$ cat config.mk
export PLATFORM = sky130hd
export DESIGN_NAME = timer_ctrl
export DESIGN_NICKNAME = d
export VERILOG_FILES = /design/src/rtl/timer_ctrl.sv
export SDC_FILE = /design/constraint.sdc
export NUM_CORES = 1
export LEC_CHECK = 0
export BUFFER_PORTS_ARGS = -buffer_cell sky130_fd_sc_hd__buf_2
export CELL_PAD_IN_SITES_DETAIL_PLACEMENT = 0
export CELL_PAD_IN_SITES_GLOBAL_PLACEMENT = 1
export CORE_UTILIZATION = 44
export CTS_CLUSTER_SIZE = 25
export DETAILED_ROUTE_END_ITERATION = 8
export PLACE_DENSITY_LB_ADDON = 0.2
export SETUP_SLACK_MARGIN = 0.4
export SKIP_CTS_REPAIR_TIMING = 1
export SYNTH_ARGS = -nofsm -noshare
export SYNTH_HDL_FRONTEND = slang
export SYNTH_SLANG_ARGS = --single-unit
export TNS_END_PERCENT = 5
$ cat constraint.sdc
create_clock -name clk -period 3.85 [get_ports clk]
set_input_delay 0.1925 -clock clk [delete_from_list [all_inputs] [get_ports clk]]
set_output_delay 0.1925 -clock clk [all_outputs]
set_load 0.05 [all_outputs]
$ cat src/rtl/timer_ctrl.sv
// Start/stop/clear sequencer for a display timer: debounced buttons drive a
// prescaled tick generator with pause, terminal count and clear.
module timer_ctrl #(
  parameter int CLK_DIV   = 100,
  parameter int DB_CYCLES = 50000,
  parameter int MAX_COUNT = 9999
) (
  input  logic        clk,
  input  logic        rst_n,
  input  logic        btn_start,
  input  logic        btn_clear,
  output logic        tick_o,
  output logic        clear_o,
  output logic [13:0] count_o,
  output logic [1:0]  state_o
);

  // state | meaning
  // IDLE  | cleared, waiting for start
  // RUN   | prescaler running, ticks issued
  // PAUSE | prescaler and count frozen
  // DONE  | terminal count reached, only clear leaves
  typedef enum logic [1:0] {
    IDLE  = 2'b00,
    RUN   = 2'b01,
    PAUSE = 2'b10,
    DONE  = 2'b11
  } state_t;

  localparam logic [15:0] DIV_LAST = 16'(CLK_DIV - 1);
  localparam logic [15:0] DB_LAST  = 16'(DB_CYCLES - 1);
  localparam logic [13:0] MAX_CNT  = 14'(MAX_COUNT);

  logic [1:0]  btn_raw;
  logic [1:0]  sync1, sync2, db_lvl, db_prev;
  logic [15:0] db_cnt [2];
  logic        start_press, clr_press;

  state_t      state_q, state_d;
  logic [15:0] presc_q, presc_d;
  logic [13:0] count_q, count_d;
  logic        tick_q, tick_d, clear_q, clear_d;

  assign btn_raw = {btn_clear, btn_start};

  // Index 0 is start, index 1 is clear; each debounces independently.
  always_ff @(posedge clk or negedge rst_n) begin
    if (!rst_n) begin
      sync1     <= '0;
      sync2     <= '0;
      db_lvl    <= '0;
      db_prev   <= '0;
      db_cnt[0] <= '0;
      db_cnt[1] <= '0;
    end else begin
      sync1   <= btn_raw;
      sync2   <= sync1;
      db_prev <= db_lvl;
      for (int i = 0; i < 2; i++) begin
        if (sync2[i] != db_lvl[i]) begin
          if (db_cnt[i] == DB_LAST) begin
            db_lvl[i] <= sync2[i];
            db_cnt[i] <= '0;
          end else begin
            db_cnt[i] <= db_cnt[i] + 16'd1;
          end
        end else begin
          db_cnt[i] <= '0;
        end
      end
    end
  end

  assign start_press = db_lvl[0] & ~db_prev[0];
  assign clr_press   = db_lvl[1] & ~db_prev[1];

  always_ff @(posedge clk or negedge rst_n) begin
    if (!rst_n) begin
      state_q <= IDLE;
      presc_q <= '0;
      count_q <= '0;
      tick_q  <= 1'b0;
      clear_q <= 1'b0;
    end else begin
      state_q <= state_d;
      presc_q <= presc_d;
      count_q <= count_d;
      tick_q  <= tick_d;
      clear_q <= clear_d;
    end
  end

  // The edge that enters or leaves PAUSE does not advance the prescaler,
  // unless it is also a tick edge, which is always honoured.
  always_comb begin
    state_d = state_q;
    presc_d = presc_q;
    count_d = count_q;
    tick_d  = 1'b0;
    clear_d = 1'b0;
    if (clr_press) begin
      state_d = IDLE;
      presc_d = '0;
      count_d = '0;
      clear_d = 1'b1;
    end else begin
      case (state_q)
        IDLE: begin
          if (start_press) begin
            state_d = RUN;
            presc_d = '0;
          end
        end
        RUN: begin
          if (presc_q == DIV_LAST) begin
            presc_d = '0;
            tick_d  = 1'b1;
            count_d = count_q + 14'd1;
            if (count_d == MAX_CNT)
              state_d = DONE;
            else if (start_press)
              state_d = PAUSE;
          end else if (start_press) begin
            state_d = PAUSE;
          end else begin
            presc_d = presc_q + 16'd1;
          end
        end
        PAUSE: begin
          if (start_press)
            state_d = RUN;
        end
        default: begin
          state_d = state_q;
        end
      endcase
    end
  end

  assign tick_o  = tick_q;
  assign clear_o = clear_q;
  assign count_o = count_q;
  assign state_o = state_q;

endmodule
## Word-level counts from Yosys, hierarchy flattened

Cells that the tools add are included.

- Bits in registers: 74
- Latch bits: 0
- Bits in writable memories: 0
- ROM bits: 0
- Output and inout port bits: 18
- Memories: 0

- Add/sub/neg operators: 4
- Multipliers: 0
- Divide/modulo/power cells: 0
- $lt $le $gt $ge: 0
- Equality and inequality tests: 11
- Shifts and indexed selects: 0
- Muxes and demuxes: 22
- Bitwise operators: 4
- Reductions and logical operators: 11

Operators by type and width:

| kind | number |
|---|---|
| 16-bit 2-to-1 mux | 8 |
| 16-bit by 1-bit adder with 16-bit output (second input constant) | 3 |
| 14-bit 2-to-1 mux | 3 |
| 16-bit == test (second input constant) | 2 |
| 16-bit one-hot mux with 2 select lines | 1 |
| 16-bit by 7-bit == test with 1-bit output (second input constant) | 1 |
| 14-bit by 1-bit adder with 14-bit output (second input constant) | 1 |
| 14-bit == test (second input constant) | 1 |
| 2-bit 2-to-1 mux | 5 |
| 2-bit AND reduction | 4 |
| 3-bit nonzero test | 2 |
| 1-bit 2-to-1 mux | 4 |
| 4-bit inequality test (second input constant) | 1 |
| 2-bit one-hot mux with 2 select lines | 1 |
| 2-bit nonzero test | 2 |
| 3-bit by 1-bit inequality test with 1-bit output (second input constant) | 1 |
| 3-bit inequality test (second input constant) | 1 |
| 3-bit AND reduction | 1 |
| 1-bit AND | 2 |
| 2-bit by 1-bit == test with 1-bit output (second input constant) | 1 |
| 2-bit == test (second input constant) | 1 |
| 2-bit zero test | 1 |
| 1-bit inequality test | 2 |
| 1-bit NOT | 2 |
| 2-bit OR reduction | 1 |

## Logic depth before layout (Yosys ltp)

- Word-level depth: 7
- Gate-level depth with buffers: 7

## Worst setup path before layout

OpenSTA, ideal clock, no wires.

- Path kind: register to register
- Start: register count_q[1], in the netlist count_o[1]
- End: register count_q[12], in the netlist count_o[12]
- Data arrival time: 2.043 ns
- Slack: 1.686 ns
- Cell stages (with the launch flop): 6
- Path buffers: 0
- Clock period less this slack: 2.164 ns
- Path through: dfrtp_1 > ha_1 > nand2_1 > nor4_1 > a31oi_1 > a41o_1

- Longest elaborated chain between the ends: 4

Ends and longest elaborated chain:

| item | RTL line | source |
|---|---|---|
| start: declaration | 41 | `logic [13:0] count_q, count_d;` |
| start signal: assignment | 87 | `count_q <= count_d;` |
| 14-bit by 1-bit adder with 14-bit output | 118 | `count_d = count_q + 14'd1;` |
| 14-bit 2-to-1 mux | 115 | `if (presc_q == DIV_LAST) begin` |
| 14-bit 2-to-1 mux | 107 | `case (state_q)` |
| 14-bit 2-to-1 mux | 101 | `if (clr_press) begin` |

No other way between the ends. The select of a mux whose other input is x is not followed.
A chain may end at the register's enable or synchronous reset.

## Worst setup path in the final report

- Start: register presc_q[0]
- End: register count_q[10], in the netlist count_o[10]

- Longest elaborated chain between the ends: 3

Ends and longest elaborated chain:

| item | RTL line | source |
|---|---|---|
| start: declaration | 40 | `logic [15:0] presc_q, presc_d;` |
| start signal: assignment | 86 | `presc_q <= presc_d;` |
| 16-bit by 7-bit == test with 1-bit output | 115 |  |
| 2-bit nonzero test (no source line) | - |  |
| 2-bit AND reduction (no source line) | - |  |

No other way between the ends.

==> summary by stage <==
Power
The switching share of power is 21.2%. IR analysis of the VDD net gives a maximum drop of 0.174 mV. For this design the ratio of total power to cell area is 357 nW/um^2.

For this design the static power due to leakage is 1.86 nW. The clock power share is 44.1%. Registers are responsible for 53.7% of the overall power. The combinational share of power is 2.2%. Cell internal power was estimated by the tool at 1.16 mW.

The completed layout was analyzed and its total power is 1.47 mW. Summed over all nets, the switching power comes to 0.312 mW.

Setup path
The worst setup path is of the reg2reg kind. The maximum cell stage delay along the critical path is 0.79 ns. The launch instance of the worst register-to-register path is presc_q[0].

STA classifies the critical path startpoint as a register. In this run the critical register-to-register path is captured at count_o[10]. The register-to-register setup slack is 1.22 ns. For this design, the slowest cell found on the critical path is nor4_1.

The largest fanout on the critical path is 13. Traced cell by cell, the critical path runs through ha_1 > nor4b_2 > nand4_2 > nor4_1 > a31oi_1 > a41o_1. For the worst flop-to-flop path, the logic depth is 6.

The critical path data arrival time is 2.85 ns. The critical path required time is 4.08 ns. STA classifies the critical path endpoint as a register.

Clocking
The CTS buffer count is 9. The CTS tree is done. The register clock-pin slew on the reported worst setup and hold paths is 0.08 ns. The buffer cell driving the clock tree root is clkbuf_8. The maximum level of the CTS H-tree is 3. The number of clock sinks is 74.

In this run the deepest clock path goes through 2 buffers. Clock latency on the worst-skew pair, taken at its later pin, is 0.34 ns.

Status
The run finished, with violations left. The final reports fail on hold timing.

Logic synthesis
The share of the Yosys chip area taken by registers is 50.4%. After synthesis, the most frequently instantiated cells are 74 x dfrtp_1, 61 x nor2_1, 27 x xor2_1, 23 x nand2_1, 23 x xnor2_1. After synthesis, the largest area contributor takes up 50.4% of total cell area. In this run, synthesis inferred 0 flip-flops with an integrated enable.

Summed over all instances, the cell type with the most area after synthesis is dfrtp_1. Yosys printed 0 warnings. The synthesized area per cell is 9.93 um^2. The number of flip-flops and latches in the synthesized netlist is 74. Yosys attributes the largest share of cell area to dfrtp_1 50%, xor2_1 6.4%, nor2_1 6.2%, xnor2_1 5.5%, nand4_1 3.4%.

The cell with the most instances after synthesis is dfrtp_1. Counting distinct cell types in the post-synthesis netlist gives 48. Synthesis produced 370 cells. The main flop type after synthesis is dfrtp_1. The share of flip-flops with an asynchronous set or reset is 100%. The number of nets in the synthesized netlist is 379. In this run the cell area of the synthesized design comes to 3670 um^2.

Routing
The average wire per cell in the routed design is 14.0 um. The first-pass iteration count of the detailed router is 4. The routed layout has 2734 vias. The total routed wirelength is 7020 um.

The detailed router finished its first iteration with 91 violations. In the routed design, unresolved DRC markers number 0. After detailed routing, the number of vias per cell comes to 5.44.

The detail route stage leaves a number of antenna-violating nets equal to 0.

Global routing
The number of antenna violations at the first check in global routing was 0. The pin count of the biggest net entering global routing is 75. In the global route stage, met1 resource usage came out at 25.5%. The first-pass GRT wire length is 12200 um. In this run the most used layer during global routing was met2. The leftover overflow at the end of global routing is 0. The via count of the first global-routing pass came to 2507.

In the global route stage, met2 resource usage came out at 26.8%. The met3 layer usage reported by global route is 5.61%. Across every metal layer, demand over resource in global routing totals 18.0%.

Floorplanning
The initial utilization of the core area, before any placement, comes to 46.6%. The core box area is 7890 um^2. The vertical extent of the die is 93.4 um. The floorplan has 32 rows. The floorplan step defined a die boundary enclosing 8720 um^2. The top-level port count is 22. The chip width is 93.4 um.

Cells and area
In the final layout, the share of cells above drive strength 1 is 11.2%. The number of antenna diodes in the final layout is 0. Summing all multi-input logic gate instances after layout gives 1760 um^2. After routing the design area is 4120 um^2. The post-route core utilization is 52.2%. The sequential standard cell area is 1850 um^2.

The filler cells instantiated in the layout total 725. The net count of the finished layout is 405. The area growth from synthesis to layout is 12.0%.

STA
The worst slew margin relative to its limit is 38.5%. The clock arrives with 0.00922 ns of skew. The final clock period utilization by the worst path is 68.2%. The tightest hold path in the finished design has a slack of -0.0186 ns. The final-report setup violation count is 0.

Setup repair after global routing left no endpoint under its margin. After routing, the total negative slack on setup checks comes to 0 ns. The number of max-slew violations in the final report is 0.

Subtracting the final worst setup slack from the clock period gives 2.63 ns. The count of final hold-check violations is 8. The achievable clock frequency is 381 MHz. The actual transition at the worst max-transition pin is 0.922 ns.

Placed design
After detailed placement, the total cell area comes to 3880 um^2. The post-DP HPWL is 4570 um. Input and output buffers added on the ports amount to 21. Routability-driven placement finished with a final weighted congestion of 0.826.

Hold path
The path class of the tightest hold or removal check is in2async.

Run
The number of maximum-capacitance constraint violations is 0.
[state kept, by name, indices dropped and copies added (netlist names)]
signal / cells
db_cnt: 32
presc_q: 16
count_o: 14
db_lvl: 2
db_prev: 2
state_o: 2
sync1: 2
sync2: 2
clear_o: 1
tick_o: 1
[power groups by stage]
| stage | registers [mW] | logic [mW] | clock network [mW] |
|---|---|---|---|
| floorplan | 0.803 | 0.0114 | 0 |
| global placement | 0.804 | 0.0312 | 0 |
| detailed placement | 0.804 | 0.0320 | 0 |
| CTS | 0.789 | 0.0320 | 0.674 |
| global route | 0.790 | 0.0374 | 0.705 |
| finish | 0.789 | 0.0317 | 0.648 |
[final cells by class]
| cell class | count | share of cell area, % |
|---|---|---|
| inverter | 7 | 0.638 |
| clock buffer | 11 | 3.19 |
| tap | 102 | 3.10 |
| clock inverter | 5 | 1.92 |
| multi-input combinational | 279 | 42.7 |
| timing repair buffer | 25 | 3.47 |
| sequential | 74 | 45.0 |
[layer usage]
| layer | part of all wire [%] | vias up | wire, um |
|---|---|---|---|
| li1 | - | 1354 | - |
| met1 | 51 | 1329 | 3550 |
| met2 | 45 | 45 | 3180 |
| met3 | 3.3 | 6 | 233 |
| met4 | 0.87 | 0 | 61 |
| met5 | 0 | - | 0 |
[worst max-delay path by stage]
stage	from	end	cells past startpoint
3_3_place_gp	presc_q[0]	count_o[12]	6
3_5_place_dp	presc_q[0]	count_o[10]	6
6_report	presc_q[0]	count_o[10]	6
4_1_cts	presc_q[0]	count_o[10]	6
2_1_floorplan	count_o[1]	count_o[12]	5
5_1_grt	presc_q[0]	count_o[12]	6
[worst max-delay path, delay by kind of cell, from the launching register on]
kind | cells | cell delay (ns)
and+or+nand+nor | 3 | 1.44
AOI/OAI and AO/OA | 2 | 0.40
adders and majority gates | 1 | 0.28
DFF | 1 | 0.39
[stage by stage]
step	worst slack, ns	std cells
after CTS	1.21	501
after global placement	1.33	485
after floorplan	1.69	370
after detailed placement	1.25	485
after global routing	0.933	503
final	1.22	503
[kinds of logic (layout without fill, tap and decap cells)]
logic type	after synthesis	in the layout	share of synthesized area, %
compound gates	29	29	5.35
simple gates	190	190	27.4
fa+ha+maj	5	5	1.70
buf+inv	17	48	1.77
xor+xnor	50	50	11.9
mux	5	5	1.46
flops	74	74	50.4
[cell usage in the layout, fill, tap and decap left out, types with 3 or more instances in the layout]
cell type  Yosys  routed
a21oi_1        7       7
and3_1        14      14
and4_1         3       3
buf_2          1      20
buf_4          0       3
clkbuf_8       0       9
dfrtp_1       74      74
ha_1           5       5
inv_1          6       6
mux2_2         3       3
nand2_1       23      23
nand2b_1       4       4
nand3_1       22      22
nand4_1       20      20
nand4b_1       3       3
nor2_1        61      61
nor2b_1        3       3
nor3_1        10      10
nor4_1         8       8
nor4b_1        3       3
o21ai_0        5       5
or3_1          7       7
xnor2_1       23      23
xor2_1        27      27
Power figures use the tool's default switching activity.
